[src/rtl/pipe_pkg.sv]
// Shared definitions for the 4-stage 8-bit pipeline: datapath widths and ALU opcodes.
package pipe_pkg;

    localparam int DATA_W_DEF = 8;
    localparam int ADDR_W_DEF = 3;

    typedef enum logic [1:0] {
        ALU_ADD = 2'b00,
        ALU_SUB = 2'b01,
        ALU_AND = 2'b10,
        ALU_OR  = 2'b11
    } alu_op_e;

endpackage : pipe_pkg

[src/rtl/alu8.sv]
// Combinational ALU shared by the EX stage and the future branch unit.
// c is the carry for ADD, the borrow for SUB, and always 0 for AND/OR.
module alu8
    import pipe_pkg::*;
#(
    parameter int W = DATA_W_DEF
) (
    input  logic [W-1:0] op_a,
    input  logic [W-1:0] op_b,
    input  alu_op_e      op,
    output logic [W-1:0] res,
    output logic         c
);

    logic [W:0] sum;

    // Result and carry/borrow for the selected operation.
    always_comb begin
        // NOTE: every output gets a default first so no path through the case infers a latch.
        sum = '0;
        res = '0;
        c   = 1'b0;
        case (op)
            ALU_ADD: begin
                sum = {1'b0, op_a} + {1'b0, op_b};
                res = sum[W-1:0];
                c   = sum[W];
            end
            ALU_SUB: begin
                sum = {1'b0, op_a} - {1'b0, op_b};
                res = sum[W-1:0];
                c   = sum[W];
            end
            ALU_AND: res = op_a & op_b;
            ALU_OR:  res = op_a | op_b;
            default: res = '0;
        endcase
    end

endmodule : alu8

[src/rtl/ex_wb_stage.sv]
// EX/WB stage: forwards the previous result into operand A, runs the ALU, and
// registers the write-back port, output port, status flags and retired counter.
// The register file must be write-before-read to cover dependencies two or more
// instructions back; only the immediately preceding result is forwarded here.
module ex_wb_stage
    import pipe_pkg::*;
#(
    parameter int DATA_W = DATA_W_DEF,
    parameter int ADDR_W = ADDR_W_DEF,
    parameter int CNT_W  = 16
) (
    input  logic              clk,
    input  logic              reset,
    input  logic              reg_write_idex,
    input  logic [1:0]        alu_ctrl_idex,
    input  logic [DATA_W-1:0] data1_idex,
    input  logic [DATA_W-1:0] data2_idex,
    input  logic [ADDR_W-1:0] rd_idex,
    input  logic              output_sel_idex,
    input  logic [ADDR_W-1:0] rs_idex,
    output logic              wb_en,
    output logic [ADDR_W-1:0] wb_addr,
    output logic [DATA_W-1:0] wb_data,
    output logic [DATA_W-1:0] out_port,
    output logic              flag_z,
    output logic              flag_c,
    output logic [CNT_W-1:0]  retired
);

    logic              wb_en_q;
    logic [ADDR_W-1:0] wb_addr_q;
    logic [DATA_W-1:0] wb_data_q;
    logic [DATA_W-1:0] out_port_q;
    logic              flag_z_q;
    logic              flag_c_q;
    logic [CNT_W-1:0]  retired_q;
    logic [CNT_W-1:0]  retired_d;

    logic [DATA_W-1:0] op_a;
    logic [DATA_W-1:0] alu_res;
    logic              alu_c;
    logic              retire;

    // Operand A comes from the in-flight write-back when it targets rs (any address, r0 included).
    always_comb begin
        op_a = data1_idex;
        if (wb_en_q && (wb_addr_q == rs_idex)) begin
            op_a = wb_data_q;
        end
    end

    alu8 #(
        .W (DATA_W)
    ) u_alu (
        .op_a (op_a),
        .op_b (data2_idex),
        .op   (alu_op_e'(alu_ctrl_idex)),
        .res  (alu_res),
        .c    (alu_c)
    );

    // Non-bubble instructions retire; the counter saturates instead of wrapping.
    always_comb begin
        retire    = reg_write_idex | output_sel_idex;
        retired_d = retired_q;
        if (retire && (retired_q != {CNT_W{1'b1}})) begin
            retired_d = retired_q + 1'b1;
        end
    end

    // Pipeline, output-port, flag and counter registers; reset discards any in-flight result.
    always_ff @(posedge clk or negedge reset) begin
        // NOTE: sequential state uses non-blocking assignments so all registers sample pre-edge values.
        if (!reset) begin
            wb_en_q    <= 1'b0;
            wb_addr_q  <= '0;
            wb_data_q  <= '0;
            out_port_q <= '0;
            flag_z_q   <= 1'b0;
            flag_c_q   <= 1'b0;
            retired_q  <= '0;
        end else begin
            wb_en_q   <= reg_write_idex;
            wb_addr_q <= rd_idex;
            wb_data_q <= alu_res;
            if (output_sel_idex) begin
                out_port_q <= alu_res;
            end
            if (retire) begin
                flag_z_q <= (alu_res == '0);
                flag_c_q <= alu_c;
            end
            retired_q <= retired_d;
        end
    end

    assign wb_en    = wb_en_q;
    assign wb_addr  = wb_addr_q;
    assign wb_data  = wb_data_q;
    assign out_port = out_port_q;
    assign flag_z   = flag_z_q;
    assign flag_c   = flag_c_q;
    assign retired  = retired_q;

endmodule : ex_wb_stage
[config.mk]
export PLATFORM = sky130hd
export DESIGN_NAME = ex_wb_stage
export DESIGN_NICKNAME = d
export VERILOG_FILES = /design/src/rtl/pipe_pkg.sv /design/src/rtl/alu8.sv /design/src/rtl/ex_wb_stage.sv
export SDC_FILE = /design/constraint.sdc
export NUM_CORES = 1
export LEC_CHECK = 0
export ABC_AREA = 1
export BUFFER_PORTS_ARGS = -buffer_cell sky130_fd_sc_hd__buf_2
export CAP_MARGIN = 15
export CORE_ASPECT_RATIO = 2
export CORE_MARGIN = 3
export CORE_UTILIZATION = 50
export CTS_BUF_LIST = sky130_fd_sc_hd__clkbuf_4 sky130_fd_sc_hd__clkbuf_8
export CTS_CLUSTER_DIAMETER = 120
export DETAILED_ROUTE_END_ITERATION = 10
export PLACE_DENSITY = 0.75
export SYNTH_ARGS = -nofsm -noshare
export SYNTH_HDL_FRONTEND = slang
export SYNTH_SLANG_ARGS = --single-unit
[constraint.sdc]
create_clock -name clk -period 3.1 [get_ports clk]
set_clock_uncertainty 0.1 [all_clocks]
set_input_delay 0.155 -clock clk [delete_from_list [all_inputs] [get_ports clk]]
set_output_delay 0.155 -clock clk [all_outputs]
set_load 0.03 [all_outputs]
### After elaboration in Yosys (flattened, before gate mapping)

Cells that the tools add are included.

* equal/unequal tests: 5
* add/sub/neg operators: 3
* muxes and demuxes: 3
* bitwise operators: 3
* reduce and logical (&&, ||, !) cells: 4

Operators by type and width (count)
* $pmux W8 S4: 1
* $add A16 B1 Y16 const B: 1
* $ne A16 B16 Y1 const B: 1
* $add A8 B8 Y9: 1
* $sub A8 B8 Y9: 1
* $and A8 B8 Y8: 1
* $logic_not A8 Y1: 1
* $mux W8: 1
* $or A8 B8 Y8: 1
* $eq A2 B2 Y1 const B: 2
* $eq A3 B3 Y1: 1
* $eq A2 B1 Y1 const B: 1
* $logic_and A1 B1 Y1: 2
* $logic_not A2 Y1: 1
* $pmux W1 S2: 1
* $or A1 B1 Y1: 1

* input bits: 28
* register bits after elaboration: 38
* output and inout port bits: 38
* logic and storage cells: 25

### Longest topological paths before layout

* word-level depth: 6
* depth in mapped cells: 21

### Cells and area by module

From an unflattened synthesis, not the netlist that was laid out.

* cell total of the unflattened synthesis: 425
* area, all modules: 2991.6 um^2

By module, submodules not included
* ex_wb_stage: area each 1878.1 um^2, times used 1, sequential area each 950.9 um^2, cells each 233
* alu8: area each 1113.6 um^2, times used 1, sequential area each 0.0 um^2, cells each 192

### Worst setup path before layout

No wires, ideal clock.

* path kind: register -> register
* start point: register wb_addr_q[2], in the netlist wb_addr[2]
* end point: register flag_z_q, in the netlist flag_z
* arrival: 2654 ps
* setup time: 65 ps
* buffers on the path: 1
* cell stages (with the launch flop): 21
* slack: 281 ps
* cell sequence: dfrtp_1 > nand2_1 > inv_1 > o2111ai_1 > buf_2 > o21ai_0 > inv_1 > ha_1 > inv_1 > fa_1 > nand2_1 > nand2_1 > nand2_1 > nand2_1 > nand3_1 > nand2_1 > nor2_1 > nand3_1 > nor2_1 > nand2_1 > nand2_1

* longest elaborated chain between the ends: 6

Ends and longest elaborated chain
* start: declaration: RTL line ex_wb_stage.sv:31 `logic [ADDR_W-1:0] wb_addr_q;`
* start signal: assignment: RTL line ex_wb_stage.sv:84 `wb_addr_q <= rd_idex;`
* $eq A3 B3 Y1 *: RTL line ex_wb_stage.sv:47 `if (wb_en_q && (wb_addr_q == rs_idex)) begin`
* $logic_and A1 B1 Y1 *: RTL line ex_wb_stage.sv:47
* $mux W8 *: RTL line ex_wb_stage.sv:47
* $sub A8 B8 Y9 (tied with other cells): RTL line alu8.sv:30 `sum = {1'b0, op_a} - {1'b0, op_b};`
* $pmux W8 S4 *: RTL line alu8.sv:23 `case (op)`
* $logic_not A8 Y1 *: RTL line ex_wb_stage.sv:90 `flag_z_q <= (alu_res == '0);`
* end signal: assignment: RTL line ex_wb_stage.sv:90
* end: declaration: RTL line ex_wb_stage.sv:34 `logic flag_z_q;`

Mark *: on every way between the ends. The rest lies on a longest branch, timed or not.
A chain may end at the register's enable or synchronous reset.

### Worst setup path in the final report

* start point: register wb_addr_q[0], in the netlist wb_addr[0]
* end point: register flag_c_q, in the netlist flag_c

* longest elaborated chain between the ends: 5

Ends and longest elaborated chain
* $eq A3 B3 Y1 *: RTL line ex_wb_stage.sv:47
* $logic_and A1 B1 Y1 *: RTL line ex_wb_stage.sv:47
* $mux W8 *: RTL line ex_wb_stage.sv:47
* $sub A8 B8 Y9 / $add A8 B8 Y9 (equally long branches): RTL line alu8.sv:30, alu8.sv:25
* $pmux W1 S2 *: RTL line alu8.sv:23
* end signal: assignment: RTL line ex_wb_stage.sv:91 `flag_c_q <= alu_c;`
* end: declaration: RTL line ex_wb_stage.sv:35 `logic flag_c_q;`

Marks and branches as above.

==> run_results.csv <==
group,metric,value,unit
status,run_status,"completed",
floorplanning,die_y,111,µm
logic_synthesis,yosysTopAreaCellShare,0.347,
global_route,use_met2,0.394,
global_route,grt_max_degree,39,
clock_network,cts_buffers,5,
logic_synthesis,synth_compound_area_frac,0.0749,
sta,finalHoldViolCount,0,
sta,setup_violations,0,
global_route,grt_usage,0.213,
logic_synthesis,syn_area,2740,µm²
sta,relSlewSlack,0.462,
sta,fin_crit_sh,0.914,
global_route,grt_pass1_vias,2525,
finish,nets,494,
global_route,busiest_layer,"met2",
pwr,cellPowerDensity,554,nW/µm²
logic_synthesis,synth-edff-count,0,
pwr,p_sw,0.700,mW
setup_path,worstPathRequired,3.18,ns
clock_network,path_clk_slew,0.07,ns
logic_synthesis,synthXorXnorAreaFrac,0.0576,
logic_synthesis,ys_top_cells_by_area,"dfrtp_1 35%, nand2_1 13%, ha_1 11%",
floorplanning,rows,37,
pwr,p_leak,1.88,nW
floorplanning,start_util,0.524,
pwr,p_clk_frac,0.276,
run,maxCapViolCount,0,
pwr,seqPwrFrac,0.366,
logic_synthesis,synthSimpleGateAreaFrac,0.288,
placed_design,gp_congestion,0.968,
global_route,antenna_found_initial,0,
logic_synthesis,syn-num-nets,420,
setup_path,worstRegToRegCells,20,
sta,max_freq,353,MHz
logic_synthesis,ys_top_cells_by_count,"98 x nand2_1, 55 x inv_1, 38 x dfrtp_1, 34 x nand3_1, 25 x ha_1",
pwr,pwr-share-comb,0.358,
global_route,grt_util_met3,0.0338,
clock_network,root_buffer,"clkbuf_8",
logic_synthesis,yosys.cell_count.top_type,"nand2_1",
logic_synthesis,syn_inst,365,
route,viasPerCell,5.15,
route,routed_wl,6550,µm
floorplanning,die_area,6460,µm²
logic_synthesis,syn_area_per_cell,7.50,µm²
sta,worstMarginPinSlew,0.807,ns
route,ant_nets,0,
placed_design,dp_hpwl,5380,µm
finish,area_growth,21.6,%
logic_synthesis,synth_cell_type_count,33,
logic_synthesis,synth_seq_area_share,0.347,
placed_design,port_buffers,65,
global_route,grt_overflow_total,0,
logic_synthesis,synth_adder_area_share,0.129,
setup_path,cp.arrival,2.91,ns
route,remaining_drc_errors,0,
global_route,grt_pass1_wl,10900,µm
logic_synthesis,ys_ff_latch,38,
clock_network,htree_levels,2,
logic_synthesis,yosysWarnings,0,
logic_synthesis,synth_top_family_by_area,"simple AND/OR/NAND/NOR gates",
sta,maxSlewViolCount,0,
route,wl_per_cell,13.2,µm
pwr,swShare,0.379,
clock_network,insertion_delay,0.28,ns
clock_network,cts.sinks,38,
route,firstDrtPassIters,4,
finish,n_antenna_cell,0,
finish,final_util,0.637,
route,drt_iter0_markers,98,
pwr,peakVddDrop,697,µV
logic_synthesis,synth_mux_area_frac,0.00411,
min_path,hold_path_depth,3,
min_path,hold_class,"in2reg",
sta,worst_slack,0.266,ns
pwr,intPower,1.15,mW
floorplanning,core_area,5230,µm²
route,vias,2567,
setup_path,worstSetupPathType,"reg2reg",
logic_synthesis,synth_top_cell_by_area,"dfrtp_1",
logic_synthesis,ys.flop_type,"dfrtp_1",
clock_network,clock_path_buffers,2,
sta,finalCriticalPeriod,2.83,ns
logic_synthesis,synth-async-reset-ratio,1.00,
setup_path,endpoint_kind,"register",
global_route,grt_use_met1,0.222,
floorplanning,dieWidth,58.3,µm
floorplanning,pin_count,66,
setup_path,critPathLaunchType,"register",
sta,rsz0062_at_grt,"no",
clock_network,cts_tree,"yes",
placed_design,dpl_worst_slack,0.178,ns
sta,setup_tns,0,ns
finish,drive_gt1_frac,0.227,
setup_path,worstPathMaxFanout,9,
-- kinds of logic after synthesis --
family                     after synthesis
and+or+nand+nor                        177
adders and majority gates               27
buffers and inverters                   69
xor gates and xnor gates                18
muxes                                    1
DFF                                     38
AOI/OAI and AO/OA                       35
-- power by group through the flow --
| stage | clock network (mW) | logic (mW) | registers (mW) |
|---|---|---|---|
| floorplan | 0 | 0.302 | 0.839 |
| global placement | 0 | 0.649 | 0.681 |
| detailed placement | 0 | 0.657 | 0.683 |
| CTS | 0.520 | 0.663 | 0.674 |
| global route | 0.540 | 0.734 | 0.693 |
| finish | 0.510 | 0.661 | 0.675 |
-- area by class of cell --
type	instances	area [µm²]
clock inverter	2	60.1
fill	492	1900
sequential	38	951
timing repair buffer	73	410
tap	58	72.6
inverter	63	236
multi-input combinational	258	1520
clock buffer	6	82.6
-- worst paths after layout --
kind	to	slack, ns	start
setup / recovery	flag_c$_DFFE_PN0P_	0.27	wb_addr[0]$_DFF_PN0_
hold / removal	out_port[5]$_DFFE_PN0P_	0.07	output_sel_idex
setup reg to reg	flag_c$_DFFE_PN0P_	0.27	wb_addr[0]$_DFF_PN0_
hold reg to reg	out_port[0]$_DFFE_PN0P_	0.39	out_port[0]$_DFFE_PN0P_
max in group asynchronous	wb_addr[1]$_DFF_PN0_	1.98	reset
min in group asynchronous	retired[13]$_DFFE_PN0P_	0.39	reset
-- metrics by stage --
stage               power [mW]  std cells  instance area (µm²)  hold slack [ns]
global placement          1.33        483                 3110            0.165
finish                    1.85        498                 3330           0.0723
global route              1.97        498                 3330           0.0811
detailed placement        1.34        483                 3110            0.165
floorplan                 1.14        365                 2740           -0.241
CTS                       1.86        496                 3300           0.0723
-- flip-flops by register name, indices dropped and copies added (netlist names) --
name and cells:
out_port 8, wb_en 1, wb_data 8, flag_z 1, flag_c 1, wb_addr 3, retired 16
-- critical path, cell delays in order, from the launching register on --
cell	delay, ns
dfrtp_1	0.39
xnor2_1	0.15
o2111ai_1	0.15
buf_4	0.19
buf_12	0.13
nand2_1	0.05
o21ai_0	0.15
ha_1	0.45
inv_2	0.08
a21oi_1	0.18
nand2_1	0.11
nand2_1	0.11
nand2_1	0.05
nand2_1	0.07
nand2_1	0.06
nand2_1	0.05
nand2_1	0.06
nand2_1	0.05
nand2_1	0.05
nand2_1	0.06
nand2_1	0.05
-- timing repair --
action                                 CTS  global route
endpoints found under the hold margin   42             0
hold buffers                             5             0
resized for setup                        0             3
setup endpoints to repair                0             2
buffers inserted                         0             2
-- layout by cell type (no fill, tap or decap) --
cell type and n:
nand2_1 98, buf_2 65, inv_1 55, dfrtp_1 38, nand3_1 34, ha_1 25
nor2_1 21, o21ai_0 12, xnor2_1 9, xor2_1 9, a21oi_1 8, inv_2 6
o21ai_1 6, clkbuf_8 6, dlygate4sd3_1 5, nand4_1 4, nor2_2 4, nor3_1 4
nand3_2 3, a21oi_2 3, o22ai_1 3, nor2_4 2, clkinv_1 2, nand2_2 2
nand3b_1 2, fa_1 2, bufinv_16 2, buf_4 2, o2111ai_1 1, o211ai_2 1
o21ai_2 1, and2_1 1, nand2_4 1, nor4_1 1, mux2_2 1, buf_12 1
-- per-layer routing --
metal / vias up / share of wire / routed length (µm)
met2: 85 / 0.57 / 3730
met5: - / 0 / 0
met1: 1180 / 0.35 / 2300
met4: 0 / 0.030 / 197
met3: 18 / 0.049 / 319
li1: 1284 / - / -
Power figures use the tool's default switching activity.
